<file path="src/rtl/irq_controller_if.sv">
// Bundle of request, CPU handshake and configuration signals for irq_controller.
//   master : peripheral/CPU side (drives irq, handshakes, config writes)
//   slave  : the controller itself
// Signals:
//   irq               request lines, a rising edge is one request
//   available_for_int CPU can take an interrupt this cycle
//   int_done          one-cycle pulse when the CPU executes reti
//   int_occured       one-cycle interrupt pulse to the CPU
//   int_pc            handler PC, valid while int_occured is high
//   cfg_we/cfg_addr/cfg_wdata/cfg_rdata  configuration port
//   pending           latched, not-yet-serviced requests
//   in_service        a handler is running
//   active_id         index of the request being presented or serviced
interface irq_controller_if #(
    parameter int NUM_IRQ = 8
);
    logic [NUM_IRQ-1:0] irq;
    logic               available_for_int;
    logic               int_done;
    logic               int_occured;
    logic [9:0]         int_pc;
    logic               cfg_we;
    logic [3:0]         cfg_addr;
    logic [9:0]         cfg_wdata;
    logic [9:0]         cfg_rdata;
    logic [NUM_IRQ-1:0] pending;
    logic               in_service;
    logic [2:0]         active_id;

    modport master (
        output irq, available_for_int, int_done, cfg_we, cfg_addr, cfg_wdata,
        input  int_occured, int_pc, cfg_rdata, pending, in_service, active_id
    );

    modport slave (
        input  irq, available_for_int, int_done, cfg_we, cfg_addr, cfg_wdata,
        output int_occured, int_pc, cfg_rdata, pending, in_service, active_id
    );
endinterface

</file>
<file path="src/rtl/irq_controller.sv">
// Interrupt request controller for a CPU with a single interrupt line.
// Rising edges on irq[] are latched into pending[], filtered by a software
// mask, and the lowest enabled index is presented to the CPU as a one-cycle
// int_occured pulse with its handler PC on int_pc. Further requests are held
// off until the CPU signals reti on int_done.
// Ports:
//   clk  clock (rising edge)
//   rst  asynchronous active-high reset
//   bus  irq_controller_if.slave (request lines, CPU handshake, config port)
// Config map: 0 = mask, 1..NUM_IRQ = vector[addr-1], 9 = drop counter.
// Optional feature macro: IRQ_CTRL_DROP_CNT_EN enables a saturating counter
// of requests lost because their line was already pending.
module irq_controller #(
    parameter int NUM_IRQ = 8
) (
    input logic             clk,
    input logic             rst,
    irq_controller_if.slave bus
);

    typedef enum logic [1:0] {IDLE, FIRE, BUSY} state_t;

    state_t             state_reg, state_next;
    logic [NUM_IRQ-1:0] irq_q_reg;
    logic [NUM_IRQ-1:0] pending_reg, pending_next;
    logic [NUM_IRQ-1:0] mask_reg;
    logic [NUM_IRQ-1:0] edge_det, req, clear_vec;
    logic [9:0]         vector_rd [8];
    logic [9:0]         int_pc_reg;
    logic               int_occured_reg;
    logic [2:0]         active_id_reg;
    logic [2:0]         sel;
    logic               req_any;
    logic               load_sel;
    logic               fire_ack;
    logic [9:0]         rdata;

    assign edge_det = bus.irq & ~irq_q_reg;
    assign req      = pending_reg & mask_reg;
    assign req_any  = |req;

    // Fixed priority: scanning downward leaves the lowest set index in sel.
    always_comb begin
        sel = '0;
        for (int i = NUM_IRQ - 1; i >= 0; i--) begin
            if (req[i]) sel = 3'(i);
        end
    end

    // Next-state logic. A pulse the CPU did not take (available_for_int low
    // during FIRE) keeps the request pending and returns to IDLE to retry.
    always_comb begin
        state_next = state_reg;
        load_sel   = 1'b0;
        fire_ack   = 1'b0;
        case (state_reg)
            IDLE: begin
                if (req_any && bus.available_for_int) begin
                    load_sel   = 1'b1;
                    state_next = FIRE;
                end
            end
            FIRE: begin
                if (bus.available_for_int) begin
                    fire_ack   = 1'b1;
                    state_next = BUSY;
                end else begin
                    state_next = IDLE;
                end
            end
            BUSY: begin
                if (bus.int_done) state_next = IDLE;
            end
            default: state_next = IDLE;
        endcase
    end

    for (genvar gi = 0; gi < NUM_IRQ; gi++) begin : g_line
        assign clear_vec[gi] = fire_ack && (active_id_reg == 3'(gi));
    end

    // A fresh edge wins over the clear of the line being acknowledged.
    assign pending_next = (pending_reg & ~clear_vec) | edge_det;

    always_ff @(posedge clk or posedge rst) begin
        if (rst) begin
            state_reg       <= IDLE;
            irq_q_reg       <= '0;
            pending_reg     <= '0;
            mask_reg        <= '0;
            int_pc_reg      <= '0;
            int_occured_reg <= 1'b0;
            active_id_reg   <= '0;
        end else begin
            state_reg       <= state_next;
            irq_q_reg       <= bus.irq;
            pending_reg     <= pending_next;
            int_occured_reg <= load_sel;
            // int_pc is captured once at selection, so later vector writes
            // cannot disturb a pulse or handler already in flight.
            if (load_sel) begin
                int_pc_reg    <= vector_rd[sel];
                active_id_reg <= sel;
            end
            if (bus.cfg_we && bus.cfg_addr == 4'd0) begin
                mask_reg <= bus.cfg_wdata[NUM_IRQ-1:0];
            end
        end
    end

    // Vector table; entries beyond NUM_IRQ are never written and stay zero.
    for (genvar gi = 0; gi < 8; gi++) begin : g_vec
        logic [9:0] vec_reg;
        always_ff @(posedge clk or posedge rst) begin
            if (rst) begin
                vec_reg <= '0;
            end else if (bus.cfg_we && bus.cfg_addr == 4'(gi + 1) && gi < NUM_IRQ) begin
                vec_reg <= bus.cfg_wdata;
            end
        end
        assign vector_rd[gi] = vec_reg;
    end

`ifdef IRQ_CTRL_DROP_CNT_EN
    logic [9:0] drop_cnt_reg;
    logic       drop_evt;

    // An edge on a line that is still pending (and not being acknowledged
    // this cycle) merges into the existing request and is lost.
    assign drop_evt = |(edge_det & pending_reg & ~clear_vec);

    always_ff @(posedge clk or posedge rst) begin
        if (rst) begin
            drop_cnt_reg <= '0;
        end else if (bus.cfg_we && bus.cfg_addr == 4'd9) begin
            drop_cnt_reg <= '0;
        end else if (drop_evt && drop_cnt_reg != 10'h3FF) begin
            drop_cnt_reg <= drop_cnt_reg + 10'd1;
        end
    end
`endif

    always_comb begin
        rdata = '0;
        if (bus.cfg_addr == 4'd0) begin
            rdata[NUM_IRQ-1:0] = mask_reg;
        end else if (bus.cfg_addr <= 4'(NUM_IRQ)) begin
            rdata = vector_rd[3'(bus.cfg_addr - 4'd1)];
        end
`ifdef IRQ_CTRL_DROP_CNT_EN
        else if (bus.cfg_addr == 4'd9) begin
            rdata = drop_cnt_reg;
        end
`endif
    end

    assign bus.cfg_rdata   = rdata;
    assign bus.int_occured = int_occured_reg;
    assign bus.int_pc      = int_pc_reg;
    assign bus.active_id   = active_id_reg;
    assign bus.pending     = pending_reg;
    assign bus.in_service  = (state_reg == BUSY);

endmodule

</file>
<file path="src/flat_wrapper.sv">
// flat-port wrapper written by rule: the top's interface ports become plain ports
module irq_controller_flat 
#(
    parameter int NUM_IRQ = 8
)
  (clk, rst, bus_irq, bus_available_for_int, bus_int_done, bus_cfg_we, bus_cfg_addr, bus_cfg_wdata, bus_int_occured, bus_int_pc, bus_cfg_rdata, bus_pending, bus_in_service, bus_active_id);
  irq_controller_if #(.NUM_IRQ(NUM_IRQ)) bus_i ();
  input logic clk;
  input logic rst;
  input wire logic [$bits(bus_i.irq)-1:0] bus_irq;
  input wire logic [$bits(bus_i.available_for_int)-1:0] bus_available_for_int;
  input wire logic [$bits(bus_i.int_done)-1:0] bus_int_done;
  input wire logic [$bits(bus_i.cfg_we)-1:0] bus_cfg_we;
  input wire logic [$bits(bus_i.cfg_addr)-1:0] bus_cfg_addr;
  input wire logic [$bits(bus_i.cfg_wdata)-1:0] bus_cfg_wdata;
  output wire logic [$bits(bus_i.int_occured)-1:0] bus_int_occured;
  output wire logic [$bits(bus_i.int_pc)-1:0] bus_int_pc;
  output wire logic [$bits(bus_i.cfg_rdata)-1:0] bus_cfg_rdata;
  output wire logic [$bits(bus_i.pending)-1:0] bus_pending;
  output wire logic [$bits(bus_i.in_service)-1:0] bus_in_service;
  output wire logic [$bits(bus_i.active_id)-1:0] bus_active_id;
  assign bus_i.irq = bus_irq;
  assign bus_i.available_for_int = bus_available_for_int;
  assign bus_i.int_done = bus_int_done;
  assign bus_i.cfg_we = bus_cfg_we;
  assign bus_i.cfg_addr = bus_cfg_addr;
  assign bus_i.cfg_wdata = bus_cfg_wdata;
  assign bus_int_occured = bus_i.int_occured;
  assign bus_int_pc = bus_i.int_pc;
  assign bus_cfg_rdata = bus_i.cfg_rdata;
  assign bus_pending = bus_i.pending;
  assign bus_in_service = bus_i.in_service;
  assign bus_active_id = bus_i.active_id;
  irq_controller #(.NUM_IRQ(NUM_IRQ)) u_core (.clk(clk), .rst(rst), .bus(bus_i));
endmodule
</file>
<file path="config.mk">
export PLATFORM = sky130hd
export DESIGN_NAME = irq_controller_flat
export DESIGN_NICKNAME = d
export VERILOG_FILES = /design/src/rtl/irq_controller_if.sv /design/src/rtl/irq_controller.sv /design/src/flat_wrapper.sv
export SDC_FILE = /design/constraint.sdc
export NUM_CORES = 1
export LEC_CHECK = 0
export ABC_AREA = 0
export ABC_CLOCK_PERIOD_IN_PS = 6100
export BUFFER_PORTS_ARGS = -buffer_cell sky130_fd_sc_hd__clkbuf_2
export CAP_MARGIN = 15
export CORE_UTILIZATION = 55
export CTS_CLUSTER_DIAMETER = 80
export CTS_CLUSTER_SIZE = 20
export DETAILED_ROUTE_END_ITERATION = 6
export GPL_ROUTABILITY_DRIVEN = 1
export PLACE_DENSITY = 0.75
export SETUP_SLACK_MARGIN = 0.05
export SLEW_MARGIN = 20
export SYNTH_ARGS = -nofsm -noshare
export SYNTH_HDL_FRONTEND = slang
export SYNTH_SLANG_ARGS = --single-unit
</file>
<file path="constraint.sdc">
create_clock -name clk -period 6.1 [get_ports clk]
set_input_delay 1.83 -clock clk [delete_from_list [all_inputs] [get_ports clk]]
set_output_delay 1.83 -clock clk [all_outputs]
set_load 0.02 [all_outputs]
</file>
======== Word-level counts from Yosys, hierarchy flattened ========
Index checks and enable logic that the tools add are counted.
cells by class
  add/subtract/negate cells ............... 1
  magnitude comparators ................... 3
  equality and inequality tests ........... 19
  muxes and demuxes ....................... 25
  bitwise gates (word level) .............. 8
  reductions and logical operators ........ 23
operators by type and width
  kind                                                                    count
  10-bit binary-select mux with 3-bit select                              2
  10-bit 2-to-1 mux                                                       5
  8-bit AND                                                               3
  3-bit 2-to-1 mux                                                        8
  1-bit logical AND                                                       18
  4-bit by 3-bit equality test with 1-bit output (second input constant)  4
  8-bit NOT                                                               2
  3-bit equality test (second input constant)                             4
  4-bit by 2-bit equality test with 1-bit output (second input constant)  2
  4-bit greater-or-equal comparator (second input constant)               2
  2-bit 2-to-1 mux                                                        4
  8-bit 2-to-1 mux                                                        1
  3-bit NOT with 4-bit output                                             2
  8-bit OR                                                                1
  8-bit OR reduction                                                      1
  3-bit by 2-bit equality test with 1-bit output (second input constant)  2
  2-bit one-hot mux with 3 select lines                                   1
  4-bit by 1-bit equality test with 1-bit output (second input constant)  1
  4-bit equality test (second input constant)                             1
  4-bit less-or-equal comparator (second input constant)                  1
  4-bit zero test                                                         1
  1-bit 2-to-1 mux                                                        4
  3-bit by 1-bit equality test with 1-bit output (second input constant)  1
  3-bit zero test                                                         1
  other kinds (7)                                                         7
word-level totals
  bits in registers ....................... 120
  input port bits ......................... 27
  output and inout port bits .............. 33
  word-level logic and storage cells ...... 94

======== Depth between registers and ports, before layout ========
  word-level depth ........................ 13
  gate-level depth with buffers ........... 8
  mapped depth without buffers ............ 6

======== Worst setup path after synthesis ========
Ideal clock, no wire load.
  path type ............................... input to output
  start point ............................. input bus_cfg_addr[0]
  end point ............................... output bus_cfg_rdata[1]
  arrival time ............................ 3548 ps
  required time ........................... 4270 ps
  setup slack ............................. 722 ps
  cell stages on the path ................. 8
  path buffers ............................ 3
  cells stage by stage .................... buf_2 inv_1 ha_1 buf_2 buf_2 mux4_2 mux2i_1 o21ai_1
on the way
  cells in the longest elaborated chain, start to end .. 7
  elaborated cells on any way between the ends .. 9
  those cells by class .................... add/sub: 1; order compare: 1; mux: 5; bitwise: 1; reduce/logical: 1
RTL lines
  item                                                   RTL line               source
  start: declaration                                     flat_wrapper.sv:14     input wire logic [$bits(bus_i.cfg_addr)-1:0] bus_cfg_addr;
  3-bit by 1-bit subtractor with 3-bit output            irq_controller.sv:148  rdata = vector_rd[3'(bus.cfg_addr - 4'd1)];
  3-bit NOT with 4-bit output (not written as such)      irq_controller.sv:148
  10-bit binary-select mux with 3-bit select             irq_controller.sv:148
  10-bit 2-to-1 mux (not written as such) (2 in series)  irq_controller.sv:148
  10-bit 2-to-1 mux                                      irq_controller.sv:147  end else if (bus.cfg_addr <= 4'(NUM_IRQ)) begin
  8-bit 2-to-1 mux (*)                                   irq_controller.sv:145  if (bus.cfg_addr == 4'd0) begin
  end: declaration                                       flat_wrapper.sv:18     output wire logic [$bits(bus_i.cfg_rdata)-1:0] bus_cfg_rdata;
Every way passes the cells marked *; elsewhere a longest branch is shown, timed or not. The select of a mux whose other input is x is not followed.

======== Worst setup path after layout ========
  start point ............................. input bus_cfg_addr[1]
  end point ............................... output bus_cfg_rdata[1]
The elaborated chain is that of the path after synthesis.

==> results.ini <==
[outcome]
status=complete, no violations

[synth]
synth.largest_area_cell=dfrtp_1
syn_avg_cell_area_sq_um=13.6
synth_top_cells_by_area=dfrtp_1 (50%), mux2_2 (15%), mux2i_1 (10%)
synth_fp_nets=477
yosys_register_bits=120
synthFlopType=dfrtp_1
synth_area_sq_um=6040
synth.distinct_cells=42
synth_cells=445
synth-async-reset-ratio=1.00
ys_seq_area_frac=0.498
synth.top_cell.area_share=0.498
synth_edf_count=0
synth_warnings=0

[pwr]
p_per_area_nw_per_um2=432
irDropWorstVdd_mv=0.245
p_seq_frac=0.377
comb_power_share=0.305
clockPowerShare=0.318
p_leak_nw=3.34
switching_share=0.327
power.switching_mw=0.997
p_total_mw=3.05
p_int_mw=2.05

[cells_and_area]
fin_cells=666
nets=549
largest_reg_flops=80
area_growth_syn_to_layout_pct=16.8
antenna_cells=0
drive_gt1_frac=0.406

[placed_design]
dp.cells=634
dpl.hpwl_mm=8.99
port_buffers=59
gp_congestion=0.801

[cts]
cts_max_level=4
insertion_delay_ns=0.53
post_cts_buffers=0
clk_pin_slew_worst_paths_ns=0.06
cts_buffers=17
clk_path_buf_depth=2
hold_buffers=0
clkSinkCount=120
clock-root-buffer=clkbuf_8
post_cts_resized=0
tritoncts=yes

[die]
row_count=37
die_x_um=107
die_y_um=107
core_region_area_sq_um=10500
start_util=0.577
num_io_pins=60
die-area_sq_um=11400

[sta]
fin_crit_sh=0.888
hold_ws_ns=0.412
slew-limit-headroom=0.315
period_needed_ns=5.42
tns_ns=0
rsz0062_at_grt=false
hold_viol=0
maxSlewViolCount=0
setup_viol=0
fmax_mhz=185
fin_skew_ns=0.00670
worst_pin_slew_ns=1.02

[global_route]
grtUsageTotal=0.277
grt_pass1_wl_mm=22.8
grt_max_degree=77
grt_overflow=0
grt_pass1_vias=4231
antenna_found_initial=0

[setup_path]
critPathRequiredTime_ns=4.27
crit_fanout=20
cp-end-kind=output pin
crit_type=input port to output pin
crit_arrival_ns=3.59
r2r_cells=7
start_kind=input port

[detailed_routing]
viasPerCell=6.07
vias=4042
antenna_left=0
drtPass1Iterations=4
wl_per_cell_um=21.7
drt_wl_total_mm=14.5
drt_iter0_markers=263
drc=0

[flow_run]
max-cap-violations=0

[min_path]
hold_path_class=flop to flop
hold_depth=1

path summary, 6_finish.rpt:
| kind | startpoint | to | slack, ns |
|---|---|---|---|
| max | bus_cfg_addr[1] | bus_cfg_rdata[1] | 0.68 |
| min | u_core.irq_q_reg[5]$_DFF_PP0_ | u_core.bus.pending[5]$_DFF_PP0_ | 0.41 |
| max reg2reg | u_core.bus.pending[6]$_DFF_PP0_ | u_core.bus.int_pc[1]$_DFFE_PP0P_ | 3.49 |
| min reg2reg | u_core.irq_q_reg[5]$_DFF_PP0_ | u_core.bus.pending[5]$_DFF_PP0_ | 0.41 |
| max in group asynchronous | rst | u_core.g_vec[3].vec_reg[8]$_DFFE_PP0P_ | 3.44 |
| min in group asynchronous | rst | u_core.bus.int_pc[8]$_DFFE_PP0P_ | 1.51 |
critical path, stage by stage:
cell and delay, ns:
clkbuf_2 0.11, inv_1 0.07, ha_1 0.28, buf_4 0.32, mux4_2 0.54, mux2i_1 0.15, o21ai_1 0.09, clkbuf_2 0.19
metal layers:
metal / wire length [um] / up-vias / track usage
met5: 0 / - / 0
met4: 212 / 0 / 0.0978
met3: 618 / 15 / 0.0584
met2: 7220 / 97 / 0.446
met1: 6430 / 2110 / 0.373
li1: - / 1820 / -
metrics by stage:
stage               instance area [sq um]  setup slack (ns)   util
global route                         7050             0.598  0.674
CTS                                  7050             0.688  0.674
detailed placement                   6470             0.694  0.618
global placement                     6470             0.732  0.618
finish                               7050             0.684  0.674
floorplan                            6040             0.722      -
cells in the final DEF (no fill, tap or decap), types with 5 or more instances in the layout:
cell / Yosys / final
mux2i_1: 60 / 60
o21ai_1: 8 / 8
o22ai_1: 10 / 10
mux2_2: 80 / 80
a211o_1: 10 / 10
clkbuf_2: 0 / 59
dfrtp_1: 120 / 120
nor2_1: 8 / 8
nor2b_1: 13 / 13
mux2_1: 8 / 8
nand2_1: 21 / 21
buf_4: 0 / 9
o21ai_0: 14 / 14
inv_1: 11 / 10
ha_1: 5 / 5
clkbuf_16: 0 / 16
mux4_2: 20 / 20
power groups by stage:
stage          Combinational [mW]  Sequential, mW  Clock (mW)
2_1_floorplan               0.670            1.17           0
3_3_place_gp                0.896            1.15           0
3_5_place_dp                0.919            1.16           0
4_1_cts                     0.934            1.15       0.984
5_1_grt                     0.999            1.17        1.02
6_report                    0.929            1.15       0.968
cell type report:
type | count | area (sq um)
well taps | 136 | 170
multi-input cells | 299 | 2890
inverters | 11 | 43.8
repair buffers | 68 | 363
clock buffers | 21 | 459
clock inverters | 11 | 121
flip-flops and latches | 120 | 3000
fillers | 781 | 3410
cell usage after synthesis, types with 2 or more instances:
cell type and number:
a22o_1 2, ha_1 5, nand4b_1 2, dfrtp_1 120
a21oi_1 4, nand2b_1 4, nor2b_1 13, mux2_1 8
buf_6 5, nand2_1 21, o22ai_1 10, inv_1 11
buf_2 7, nand3_1 4, clkbuf_1 3, mux2_2 80
o31ai_1 2, o21ai_1 8, mux4_2 20, nor2_1 8
o21ai_0 14, nor2_2 4, mux2i_1 60, and2_1 3
a211o_1 10
kinds of logic (layout without fill, tap and decap cells):
group | after synthesis | after routing | share of synthesized area
compound gates | 60 | 60 | 0.0697
xor+xnor | 2 | 2 | 0.00415
fa+ha+maj | 5 | 5 | 0.0104
buf+inv | 26 | 111 | 0.0238
flops | 120 | 120 | 0.498
mux | 168 | 168 | 0.338
simple gates | 64 | 64 | 0.0562
Note: power is estimated with default switching activity, not from simulation.
